## config.mk

```make
export PLATFORM = sky130hd
export DESIGN_NAME = proc_inst_driver
export DESIGN_NICKNAME = d
export VERILOG_FILES = /design/src/rtl/proc_inst_driver.sv
export SDC_FILE = /design/constraint.sdc
export NUM_CORES = 1
export LEC_CHECK = 0
export ABC_AREA = 1
export BUFFER_PORTS_ARGS = -buffer_cell sky130_fd_sc_hd__buf_4
export CORE_MARGIN = 2
export CORE_UTILIZATION = 35
export DETAILED_ROUTE_END_ITERATION = 16
export GPL_ROUTABILITY_DRIVEN = 0
export PLACE_DENSITY = 0.52
export SLEW_MARGIN = 20
export SYNTH_ARGS = -nofsm -noshare
export SYNTH_HDL_FRONTEND = slang
export SYNTH_SLANG_ARGS = --single-unit
```

## constraint.sdc

```tcl
create_clock -name clk -period 2.7 [get_ports clk]
set_clock_uncertainty 0.1 [all_clocks]
set_input_delay 0.405 -clock clk [delete_from_list [all_inputs] [get_ports clk]]
set_output_delay 0.405 -clock clk [all_outputs]
set_load 0.01 [all_outputs]
```

## src/rtl/proc_inst_driver.sv

```systemverilog
// Host-side instruction issuer for the 4-bit register/ALU core: buffers a short program,
// plays each word onto the core pins for HOLD cycles and captures {zero, result} per word.
//
// state    | meaning
// ---------+-----------------------------------------------------------
// S_IDLE   | accepting loads/clear, waiting for start
// S_ISSUE  | driving prog[pc] on o_inst_out, sampling on last hold cycle
// S_FINISH | one-cycle done pulse, then back to idle
module proc_inst_driver #(
  parameter int DEPTH = 8,
  parameter int AW    = 3,
  parameter int HOLD  = 2
) (
  input  logic          clk,
  input  logic          rst_n,
  input  logic          i_load_valid,
  input  logic [15:0]   i_load_data,
  output logic          o_load_ready,
  input  logic          i_clear,
  input  logic          i_start,
  output logic          o_busy,
  output logic          o_done,
  output logic [AW:0]   o_prog_count,
  output logic [15:0]   o_inst_out,
  output logic          o_inst_valid,
  input  logic [7:0]    i_res_in,
  input  logic          i_zero_in,
  input  logic [AW-1:0] i_res_addr,
  output logic [8:0]    o_res_data,
  output logic          o_err_zero
);

  localparam int HW = (HOLD > 1) ? $clog2(HOLD) : 1;

  localparam logic [1:0] S_IDLE   = 2'd0;
  localparam logic [1:0] S_ISSUE  = 2'd1;
  localparam logic [1:0] S_FINISH = 2'd2;

  logic [1:0]    r_state;
  logic [15:0]   r_prog [DEPTH];
  logic [8:0]    r_res  [DEPTH];
  logic [AW:0]   r_count;
  logic [AW-1:0] r_pc;
  logic [HW-1:0] r_hold;
  logic          r_busy;
  logic          r_done;
  logic [15:0]   r_inst_out;
  logic          r_inst_valid;
  logic [8:0]    r_res_data;
  logic          r_err_zero;

  logic          w_idle;
  logic          w_accept;
  logic          w_last_hold;
  logic          w_last_word;
  logic          w_zero_bad;
  logic [AW-1:0] w_pc_next;

  assign w_idle       = (r_state == S_IDLE);
  assign o_load_ready = w_idle && (r_count < (AW+1)'(DEPTH));
  // clear takes priority over a simultaneous load
  assign w_accept     = o_load_ready && i_load_valid && !i_clear;
  assign w_last_hold  = (r_hold == HW'(HOLD - 1));
  assign w_last_word  = ({1'b0, r_pc} == (r_count - (AW+1)'(1)));
  assign w_zero_bad   = i_zero_in != (i_res_in == 8'h00);
  assign w_pc_next    = r_pc + AW'(1);

  always_ff @(posedge clk or negedge rst_n) begin
    if (!rst_n) begin
      r_state      <= S_IDLE;
      r_count      <= '0;
      r_pc         <= '0;
      r_hold       <= '0;
      r_busy       <= 1'b0;
      r_done       <= 1'b0;
      r_inst_out   <= 16'h0000;
      r_inst_valid <= 1'b0;
      r_res_data   <= '0;
      r_err_zero   <= 1'b0;
      for (int i = 0; i < DEPTH; i++) begin
        r_prog[i] <= '0;
        r_res[i]  <= '0;
      end
    end else begin
      r_done     <= 1'b0;
      r_res_data <= r_res[i_res_addr];
      case (r_state)
        S_IDLE: begin
          if (i_clear) begin
            r_count    <= '0;
            r_err_zero <= 1'b0;
            for (int i = 0; i < DEPTH; i++) r_res[i] <= '0;
          end else begin
            if (w_accept) begin
              r_prog[r_count[AW-1:0]] <= i_load_data;
              r_count                 <= r_count + (AW+1)'(1);
            end
            if (i_start) begin
              if (r_count != '0) begin
                r_state      <= S_ISSUE;
                r_pc         <= '0;
                r_hold       <= '0;
                r_busy       <= 1'b1;
                r_inst_out   <= r_prog[0];
                r_inst_valid <= 1'b1;
              end else begin
                r_state <= S_FINISH;
                r_done  <= 1'b1;
              end
            end
          end
        end
        S_ISSUE: begin
          if (w_last_hold) begin
            r_res[r_pc] <= {i_zero_in, i_res_in};
            if (w_zero_bad) r_err_zero <= 1'b1;
            if (w_last_word) begin
              r_state      <= S_FINISH;
              r_done       <= 1'b1;
              r_busy       <= 1'b0;
              r_inst_out   <= 16'h0000;
              r_inst_valid <= 1'b0;
            end else begin
              r_pc       <= w_pc_next;
              r_hold     <= '0;
              r_inst_out <= r_prog[w_pc_next];
            end
          end else begin
            r_hold <= r_hold + HW'(1);
          end
        end
        S_FINISH: r_state <= S_IDLE;
        default:  r_state <= S_IDLE;
      endcase
    end
  end

  assign o_busy       = r_busy;
  assign o_done       = r_done;
  assign o_prog_count = r_count;
  assign o_inst_out   = r_inst_out;
  assign o_inst_valid = r_inst_valid;
  assign o_res_data   = r_res_data;
  assign o_err_zero   = r_err_zero;

endmodule

```

==> run metrics <==
Tmin final=2332 ps; final setup violation count=0; largest net degree at the start of global routing=101; fraction of synthesis flops using an asynchronous set or reset pin=1.000; drt drc=0; die boundary height=182.4 um; Port-buffer cells=66; post-synthesis instance area=11140 um^2; cell area reported after detailed placement=12040 um^2; outcome=completed; Initial DRT Pass Iterations=5; Worst Setup Path Type=reg2reg; insertion delay of the later-clocked pin in the worst-skew pair=520 ps; Final TNS setup=0 ps; crit-path leading delay family=simple AND/OR/NAND/NOR gates; wire length of the first global-routing pass=50010 um; leakage power figure=6.417 nW; Top Ports=67; chip width=182.4 um; Final Max Tran Viols=0; ratio of routed vias to standard cells=5.012; CP cell instances=clkinv_1 -> ha_1 -> nand2_1 -> inv_1 -> nor2_1 -> nand2_1 -> nor2_1 -> nand2_2 -> nand2_1 -> nor2_1 -> nand2_1 -> nand2_1; average instance area after synthesis=8.260 um^2; largest area contributor in the netlist=sky130_fd_sc_hd__dfrtp_1; leading post-synthesis cells by cell area=sky130_fd_sc_hd__dfrtp_1 53%, sky130_fd_sc_hd__nand2_1 13%, sky130_fd_sc_hd__o21ai_0 7.7%; WL/cell=17.07 um; storage element area=5957 um^2; Period Utilization, post-route=0.8638; biggest fanout along the worst timing path=19; Core Footprint=31470 um^2; Inserted Clock Buffers=26; Most Frequent Cell on Critical Path=sky130_fd_sc_hd__nand2_1; number of failing hold endpoints at the final stage=0; initial antenna violation count=0; clock-pin slew of the registers on the worst-case setup and hold paths=60 ps; top cell type's share of synthesized area=0.5345; type of destination of the critical path=flip-flop; clock tree from TritonCTS=yes; GRT Total Usage=0.1892; layout cell share with drive strength beyond 1=0.1219; Site Rows=65; number of vias in the routed layout=9126; antenna viol nets, final=0; sequential area share after synthesis=0.5345; worst slew slack as a fraction of its limit=0.6135; setup repair after global routing missed its margin=false; post-layout util=0.4151; Worst EP required=3020 ps; WL final=31080 um; post_cts resized=0; synthesized net count=1385; area occupied by multi-input gates=4368 um^2; areal power density over the cells=609.2 nW/um^2; Primary FF master, synth=sky130_fd_sc_hd__dfrtp_1; HPWL reported at the end of detailed placement=19700 um; number of distinct standard cells referenced by the synthesized netlist=33; number of global-route vias before repair=9002; slowest cell on the critical path=sky130_fd_sc_hd__dfrtp_1; full die area=33280 um^2; Cells on Worst Hold Path=3; Buf/Inv on CP=2; yosys warns=0; number of cells on the worst reg-to-reg path=12; Startpoint Class=flip-flop; clock sink count=238; area growth from synthesis to layout=17.25%; slew of the pin with the lowest slew margin=579.8 ps; number of synthesized flops with an enable pin=0; Root Driver=sky130_fd_sc_hd__clkbuf_16; number of H-tree levels=1; logic depth of the worst setup path including buffers=12; number of cells produced by synthesis=1349; # fillers=3236; Design Area, Final=13070 um^2; maximum operating frequency=428.8 MHz; number of nets in the final layout=1437; Initial Util=0.3540; critical path arrival=2650 ps; VDD IR-drop max=368.3 uV; remaining global-route overflow=0; worst hold path class=in2reg; count of state elements after synthesis=238; detailed router's first-iteration violation count=697; MaxCap Viol Count=0; peak per-stage delay on the critical path=400 ps; maximum buffer depth of the clock tree=3; number of diodes=0; number of setup buffers added after CTS=0
metal layers:
| layer | global-route usage | part of all wire | vias to the layer above | routed length [um] |
|---|---|---|---|---|
| met5 | 0 | 0 | - | 0 |
| met4 | 0.05097 | 0.028 | 0 | 878 |
| met3 | 0.02215 | 0.034 | 51 | 1063 |
| met2 | 0.3308 | 0.49 | 154 | 15160 |
| met1 | 0.2490 | 0.45 | 4395 | 13970 |
| li1 | - | - | 4526 | - |
path summary, 6_finish.rpt:
kind | startpoint | to | slack (ps)
setup / recovery | o_prog_count[0]$_DFFE_PN0P_ | r_pc[2]$_DFFE_PN0P_ | 370
hold / removal | i_load_data[10] | r_prog[122]$_DFFE_PN0P_ | 10
setup reg to reg | o_prog_count[0]$_DFFE_PN0P_ | r_pc[2]$_DFFE_PN0P_ | 370
hold reg to reg | r_prog[55]$_DFFE_PN0P_ | r_prog[55]$_DFFE_PN0P_ | 380
max in group asynchronous | rst_n | r_prog[14]$_DFFE_PN0P_ | 1610
min in group asynchronous | rst_n | r_res[63]$_DFFE_PN0P_ | 150
synth_stat cells, types with 2 or more instances:
master                       n
sky130_fd_sc_hd__a21oi_1    56
sky130_fd_sc_hd__a31oi_1     9
sky130_fd_sc_hd__buf_1       3
sky130_fd_sc_hd__buf_2      16
sky130_fd_sc_hd__buf_4       2
sky130_fd_sc_hd__buf_6       7
sky130_fd_sc_hd__clkbuf_1   46
sky130_fd_sc_hd__clkbuf_8    4
sky130_fd_sc_hd__clkinv_1    7
sky130_fd_sc_hd__dfrtp_1   238
sky130_fd_sc_hd__ha_1        3
sky130_fd_sc_hd__inv_1      97
sky130_fd_sc_hd__inv_2       5
sky130_fd_sc_hd__nand2_1   394
sky130_fd_sc_hd__nand2_2     6
sky130_fd_sc_hd__nand3_1   123
sky130_fd_sc_hd__nand4_1     3
sky130_fd_sc_hd__nand4_4     8
sky130_fd_sc_hd__nor2_1     71
sky130_fd_sc_hd__o21ai_0   172
sky130_fd_sc_hd__o21ai_1    23
sky130_fd_sc_hd__o21ai_2     9
sky130_fd_sc_hd__o22ai_1    37
area by class of cell:
cell class | instances | share of cell area
clock buffers | 37 | 0.05918
clock inverters | 9 | 0.01331
inverters | 109 | 0.03132
multi-input cells | 924 | 0.3343
flip-flops and latches | 238 | 0.4559
well taps | 402 | 0.03850
repair buffers | 102 | 0.06742
registers in the layout, indices dropped and copies added (netlist names):
signal,cells
o_res_data,9
o_prog_count,4
o_err_zero,1
o_inst_valid,1
r_res,72
r_prog,128
r_pc,3
r_hold,1
o_inst_out,16
r_state,2
o_done,1
what timing repair did:
| action | in CTS | in global routing |
|---|---|---|
| setup endpoints to repair | 0 | 0 |
| hold endpoints to repair | 245 | 0 |
| hold buffers | 8 | 0 |
worst min-delay path: cells and delay by family:
kind            cells  cell delay [ps]
buf+inv             1               90
simple gates        1               50
compound gates      1               60
power breakdown:
part           switching (W)  internal (W)  leakage (nW)
logic               0.000258      0.000130          2.93
registers          0.0000238       0.00364          3.02
clock network        0.00145       0.00246         0.467
total                0.00173       0.00623          6.42
cell usage in the layout (no fill, tap or decap), types with 2 or more instances in the layout:
cell type / instances
sky130_fd_sc_hd__nand2_1: 394
sky130_fd_sc_hd__dfrtp_1: 237
sky130_fd_sc_hd__o21ai_0: 172
sky130_fd_sc_hd__nand3_1: 123
sky130_fd_sc_hd__inv_1: 97
sky130_fd_sc_hd__buf_4: 86
sky130_fd_sc_hd__nor2_1: 70
sky130_fd_sc_hd__a21oi_1: 56
sky130_fd_sc_hd__o22ai_1: 37
sky130_fd_sc_hd__clkbuf_16: 27
sky130_fd_sc_hd__o21ai_1: 23
sky130_fd_sc_hd__a31oi_1: 9
sky130_fd_sc_hd__o21ai_2: 9
sky130_fd_sc_hd__nand4_4: 8
sky130_fd_sc_hd__dlygate4sd3_1: 8
sky130_fd_sc_hd__clkinv_1: 7
sky130_fd_sc_hd__buf_12: 7
sky130_fd_sc_hd__nand2_2: 6
sky130_fd_sc_hd__clkbuf_8: 6
sky130_fd_sc_hd__inv_2: 5
sky130_fd_sc_hd__bufinv_16: 5
sky130_fd_sc_hd__clkbuf_1: 4
sky130_fd_sc_hd__nand4_1: 3
sky130_fd_sc_hd__ha_1: 3
sky130_fd_sc_hd__clkinv_2: 3
sky130_fd_sc_hd__nor2_2: 2
cells by family after synthesis:
| family | synth area share |
|---|---|
| AND/OR/NAND/NOR | 0.2366 |
| AO/OA/AOI/OAI | 0.1478 |
| flip-flops | 0.5345 |
| buffers and inverters | 0.07377 |
| XOR/XNOR | 0.004043 |
| adder cells (fa/ha/maj) | 0.003369 |
per-stage QoR:
step	std cells	worst slack, ps	hold WS, ps	total power, W
2_1_floorplan	1349	734.2	9.409	0.003882
4_1_cts	1821	355.6	2.128	0.008054
3_3_place_gp	1767	389.0	94.43	0.004111
3_5_place_dp	1767	362.8	94.98	0.004113
6_report	1821	367.7	11.21	0.007960
5_1_grt	1821	174.6	24.79	0.008246
(Power assumes the default switching activity.)
